--- config.mk ---
export PLATFORM = sky130hd
export DESIGN_NAME = imem_loader
export DESIGN_NICKNAME = d
export VERILOG_FILES = /design/src/rtl/imem_loader_pkg.sv /design/src/rtl/imem_loader_byte_packer.sv /design/src/rtl/imem_loader.sv
export SDC_FILE = /design/constraint.sdc
export NUM_CORES = 1
export LEC_CHECK = 0
export CORE_MARGIN = 10
export CORE_UTILIZATION = 30
export CTS_CLUSTER_SIZE = 40
export DETAILED_ROUTE_END_ITERATION = 6
export HOLD_SLACK_MARGIN = 0.15
export SLEW_MARGIN = 20
export SYNTH_ARGS = -nofsm -noshare
export SYNTH_HDL_FRONTEND = slang
export SYNTH_HIERARCHICAL = 1
export SYNTH_SLANG_ARGS = --single-unit
--- constraint.sdc ---
create_clock -name i_clk -period 2.7 [get_ports i_clk]
set_input_delay 0.405 -clock i_clk [delete_from_list [all_inputs] [get_ports i_clk]]
set_output_delay 0.405 -clock i_clk [all_outputs]
set_load 0.02 [all_outputs]
--- src/rtl/imem_loader_pkg.sv ---
`default_nettype none
// +----------------------------------------------------------------------------+
// | imem_loader_pkg - shared state encoding and framing constants for loader   |
// | Revision: 1.0                                                              |
// +----------------------------------------------------------------------------+
package imem_loader_pkg;

    typedef enum logic [2:0] {
        IDLE  = 3'd0,
        LEN   = 3'd1,
        DATA  = 3'd2,
        WRITE = 3'd3,
        CSUM  = 3'd4,
        DONE  = 3'd5,
        ERR   = 3'd6
    } loader_state_e;

    localparam int LEN_BYTES      = 2;
    localparam int BYTES_PER_WORD = 4;

endpackage
`default_nettype wire

--- src/rtl/imem_loader_byte_packer.sv ---
`default_nettype none
// +----------------------------------------------------------------------------+
// | byte_packer - little-endian lane counter and word assembler for imem_loader |
// | Revision: 1.0                                                              |
// +----------------------------------------------------------------------------+
module byte_packer
    import imem_loader_pkg::*;
(
    input  logic        i_clk,
    input  logic        i_rst_n,
    input  logic        i_clr,
    input  logic        i_en,
    input  logic [7:0]  i_byte,
    output logic [31:0] o_word,
    output logic        o_word_done
);

    localparam int LW = $clog2(BYTES_PER_WORD);

    logic [LW-1:0]               r_lane;
    logic [8*BYTES_PER_WORD-1:0] r_word;

    assign o_word_done = i_en && (r_lane == LW'(BYTES_PER_WORD - 1));
    assign o_word      = r_word;

    always_ff @(posedge i_clk or negedge i_rst_n) begin
        if (!i_rst_n) begin
            r_lane <= '0;
            r_word <= '0;
        end else if (i_clr) begin
            r_lane <= '0;
        end else if (i_en) begin
            r_word[8*r_lane +: 8] <= i_byte;
            r_lane <= o_word_done ? '0 : r_lane + 1'b1;
        end
    end

endmodule
`default_nettype wire

--- src/rtl/imem_loader.sv ---
`default_nettype none
// +----------------------------------------------------------------------------+
// | imem_loader - byte stream to imem writer, holds core in reset (opt macro:  |
// | IMEM_LOADER_CHECKSUM_EN adds trailing XOR checksum byte)  Revision: 1.0    |
// +----------------------------------------------------------------------------+
module imem_loader
    import imem_loader_pkg::*;
#(
    parameter int N = 2048
) (
    input  logic        i_clk,
    input  logic        i_rst_n,
    input  logic        i_start,
    input  logic [7:0]  i_rx_data,
    input  logic        i_rx_valid,
    output logic        o_rx_ready,
    output logic        o_we,
    output logic [31:0] o_waddr,
    output logic [31:0] o_wdata,
    output logic        o_busy,
    output logic        o_done,
    output logic        o_err,
    output logic        o_cpu_rst_n
);

    localparam int IW = $clog2(N) + 1;

`ifdef IMEM_LOADER_CHECKSUM_EN
    localparam loader_state_e S_AFTER_DATA = CSUM;
`else
    localparam loader_state_e S_AFTER_DATA = DONE;
`endif

    loader_state_e r_state;
    logic [15:0]   r_word_cnt;
    logic          r_len_idx;
    logic [IW-1:0] r_idx;
`ifdef IMEM_LOADER_CHECKSUM_EN
    logic [7:0]    r_csum;
`endif

    logic          w_xfer;
    logic          w_start_ok;
    logic          w_word_done;
    logic [15:0]   w_len;
    logic [31:0]   w_word;

    assign w_xfer     = i_rx_valid && o_rx_ready;
    assign w_start_ok = i_start && (r_state == IDLE || r_state == DONE || r_state == ERR);
    assign w_len      = {i_rx_data, r_word_cnt[7:0]};

    byte_packer u_packer (
        .i_clk       (i_clk),
        .i_rst_n     (i_rst_n),
        .i_clr       (w_start_ok),
        .i_en        (w_xfer && (r_state == DATA)),
        .i_byte      (i_rx_data),
        .o_word      (w_word),
        .o_word_done (w_word_done)
    );

    always_ff @(posedge i_clk or negedge i_rst_n) begin
        if (!i_rst_n) begin
            r_state    <= IDLE;
            r_word_cnt <= '0;
            r_len_idx  <= 1'b0;
            r_idx      <= '0;
`ifdef IMEM_LOADER_CHECKSUM_EN
            r_csum     <= '0;
`endif
        end else begin
            case (r_state)
                IDLE, DONE, ERR: begin
                    if (i_start) begin
                        r_state   <= LEN;
                        r_len_idx <= 1'b0;
                        r_idx     <= '0;
`ifdef IMEM_LOADER_CHECKSUM_EN
                        r_csum    <= '0;
`endif
                    end
                end
                LEN: begin
                    if (w_xfer) begin
                        if (r_len_idx == 1'(LEN_BYTES - 1)) begin
                            r_word_cnt[15:8] <= i_rx_data;
                            if (w_len == 16'd0)
                                r_state <= S_AFTER_DATA;
                            else if (32'(w_len) > N)
                                r_state <= ERR;
                            else
                                r_state <= DATA;
                        end else begin
                            r_word_cnt[7:0] <= i_rx_data;
                            r_len_idx       <= r_len_idx + 1'b1;
                        end
                    end
                end
                DATA: begin
`ifdef IMEM_LOADER_CHECKSUM_EN
                    if (w_xfer)
                        r_csum <= r_csum ^ i_rx_data;
`endif
                    if (w_word_done)
                        r_state <= WRITE;
                end
                WRITE: begin
                    r_idx <= r_idx + 1'b1;
                    // idx cannot exceed N because the length check rejected word_cnt > N
                    if (32'(r_idx) + 32'd1 == 32'(r_word_cnt))
                        r_state <= S_AFTER_DATA;
                    else
                        r_state <= DATA;
                end
`ifdef IMEM_LOADER_CHECKSUM_EN
                CSUM: begin
                    if (w_xfer)
                        r_state <= (i_rx_data == r_csum) ? DONE : ERR;
                end
`endif
                default: r_state <= IDLE;
            endcase
        end
    end

    assign o_rx_ready  = (r_state == LEN) || (r_state == DATA) || (r_state == CSUM);
    assign o_busy      = (r_state == LEN) || (r_state == DATA) || (r_state == WRITE) ||
                         (r_state == CSUM);
    assign o_we        = (r_state == WRITE);
    assign o_waddr     = 32'({r_idx, 2'b00});
    assign o_wdata     = w_word;
    assign o_done      = (r_state == DONE);
    assign o_err       = (r_state == ERR);
    assign o_cpu_rst_n = (r_state == DONE);

endmodule
`default_nettype wire

==> out/metrics.cfg <==
[outcome]
status=complete, no violations

[sta]
max_freq_ghz=0.389
setup_viol=0
hold_violations=0
finClkSkew_ps=5.83
finalCriticalPeriod_ps=2570
min_period_over_period_pct=95.2
slew_viol_final=0
worst_pin_slew_ps=852
setup_ws_ps=129
fin_tns_setup_ps=0
maxSlewHeadroom_pct=43.2
rsz0062_at_grt=no

[routing]
drt_iter0_markers=231
drc=0
first_pass_iters=4
vias_per_cell=4.89
vias=3057
wl_um=10700
wl_per_cell_um=17.1
antenna_left=0

[floorplanning]
die_height_um=134
core-area_um2=12600
row_count=41
die_area_um2=17800
start_util_pct=30.7
fp.dieW_um=134
io_pins=82

[clock_network]
cts_max_path_buffers=2
cts_tree=built
cts.sinks=66
root_buffer=clkbuf_16
cts-buffers-inserted=9
worstSkewPairLatency_ps=330
path_clk_slew_ps=60
cts_resized=0
htreeDepth=3
cts_setup_buffers=0
cts_hold_buf=0

[yosys]
synth_edf_count=0
yosysWarnings=6
synthCells=381
yosysUniqueCellTypes=58
syn_avg_cell_area_um2=10.2
synthesis.area_um2=3870
synth-seq-cells=66
synthFlopType=dfrtp_1
synthTopCellsByArea=dfrtp_1 43%, o32ai_2 6.3%, mux2_1 4.4%
yosysTopAreaCell=dfrtp_1
synth_top_area_share_pct=42.7
synth-async-reset-ratio_pct=100
ys_seq_area_share_pct=42.7

[finish]
layout.nets=468
area_delta_synth_final_pct=28.7
antenna_cells=0
drive_above_1_share_pct=15.9
fin_area_um2=4980
fin_util_pct=39.4

[worst_setup_path]
worstPathMaxFanout=8
cp-end-kind=output pin
start_kind=flop
r2r_slack_ps=150
timing.rr.end=r_state[1]$_DFFE_PN0P_
r2r_start=r_idx[0]$_DFFE_PN0P_
cp.required_ps=2300
path_class=flop to output pin
worstPathArrival_ps=2170
reg2regPathDepth=7

[grt]
grt_pass1_wl_um=17400
grt_antenna_before_repair=1
grt_overflow_total=0
grt_max_degree=37
grt_pass1_vias=3182
track_usage_pct=12.0

[job]
cap_violations=0

[placement]
dp_slack_ps=55.8
place_congestion=0.842
port-buffer-count=61
place_hpwl_um=7810
placed_area_um2=4670

[pwr]
ir_drop_mv=0.480
p_per_area_nw_per_um2=1030
p_leak_nw=2.10

[hold_path]
hp-class=input port to async pin

## synth_stat cells, types with 6 or more instances
library cell / count
o21ai_0: 15
nor2_1: 18
mux2_1: 15
buf_2: 7
nor4bb_1: 9
mux2_2: 11
dfrtp_1: 66
clkbuf_1: 12
buf_4: 22
nor3_1: 6
a21oi_1: 11
nand2_1: 42
xnor2_1: 13
o32ai_1: 7
ha_1: 6
inv_1: 28
o32ai_2: 15
## kinds of logic after synthesis
| logic type | after synthesis | synth area share (%) |
|---|---|---|
| simple gates | 119 | 17.9 |
| buf+inv | 74 | 9.93 |
| compound gates | 71 | 15.8 |
| flops | 66 | 42.7 |
| mux | 26 | 7.57 |
| xor+xnor | 18 | 4.08 |
| fa+ha+maj | 6 | 1.94 |
| other cells | 1 | 0.0969 |
## per-stage QoR
| stage | power, W | instances | hold slack [ps] |
|---|---|---|---|
| global route | 0.00545 | 625 | 241 |
| detailed placement | 0.00396 | 611 | 478 |
| global placement | 0.00391 | 611 | 476 |
| finish | 0.00512 | 625 | 177 |
| floorplan | 0.00301 | 400 | 109 |
| CTS | 0.00517 | 625 | 188 |
## layout make-up
cell class | count | area, um^2
fill | 1259 | 7640
multi-input combinational | 260 | 1920
sequential | 66 | 1650
timing repair buffer | 84 | 791
clock buffer | 12 | 256
tap | 172 | 215
inverter | 29 | 109
clock inverter | 2 | 37.5
## metal layers
metal	vias up	track usage, %	part of all wire (%)
met5	-	0	0.12
met4	2	2.48	0.57
met3	9	6.24	8.3
met2	87	17.6	45
met1	1509	15.3	46
li1	1450	-	-
## placed cells by master, fill, tap and decap left out, types with 2 or more instances in the layout
cell | netlist | layout
dfrtp_1 | 66 | 65
clkdlybuf4s50_1 | 0 | 60
nand2_1 | 42 | 42
inv_1 | 28 | 28
buf_4 | 22 | 22
conb_1 | 1 | 20
nor2_1 | 18 | 18
mux2_1 | 15 | 15
o21ai_0 | 15 | 15
o32ai_2 | 15 | 15
xnor2_1 | 13 | 13
a21oi_1 | 11 | 11
mux2_2 | 11 | 11
clkbuf_16 | 0 | 9
nor4bb_1 | 9 | 9
o32ai_1 | 7 | 7
nor3_1 | 6 | 6
nand3_1 | 5 | 5
xor2_1 | 5 | 5
ha_1 | 6 | 5
o21ai_1 | 4 | 4
o31ai_1 | 4 | 4
nand2b_1 | 4 | 4
and3b_1 | 4 | 4
nor2b_1 | 3 | 3
and2_1 | 3 | 3
and3_1 | 3 | 3
nor4_1 | 3 | 3
a31oi_1 | 2 | 2
nand3b_1 | 2 | 2
nand4bb_1 | 2 | 2
or4_1 | 2 | 2
and4_1 | 2 | 2
o22ai_1 | 2 | 2
clkbuf_8 | 0 | 2
## report_power, final
group	switching (W)	internal [W]	leakage, nW
logic	0.00131	0.00105	1.07
clock network	0.000424	0.000755	0.141
registers	0.000274	0.00131	0.888
total	0.00201	0.00312	2.10
## state kept, by name, indices dropped and copies added, names as in the netlist
signal and count:
r_len_idx 1, r_word_cnt 16, r_idx 12, u_packer/o_word 32, u_packer/r_lane 2, r_state 3
## worst max-delay path by stage
stage | start | to | slack, ps | depth (start not counted)
4_1_cts | r_idx[0]$_DFFE_PN0P_ | r_state[1]$_DFFE_PN0P_ | 60 | 7
3_3_place_gp | r_idx[0]$_DFFE_PN0P_ | r_state[1]$_DFFE_PN0P_ | 150 | 7
6_report | r_state[0]$_DFFE_PN0P_ | o_rx_ready | 130 | 4
3_5_place_dp | r_idx[0]$_DFFE_PN0P_ | r_state[1]$_DFFE_PN0P_ | 60 | 7
5_1_grt | r_state[0]$_DFFE_PN0P_ | o_rx_ready | 9 | 4
2_1_floorplan | r_idx[1]$_DFFE_PN0P_ | r_state[1]$_DFFE_PN0P_ | 40 | 7
## worst max-delay path, stage by stage, from the launching register on
cell	delay, ps
dfrtp_1	470
nor2b_1	430
nor2_1	130
a21oi_1	180
clkdlybuf4s50_1	630
Note: power is estimated with default switching activity, not from simulation.
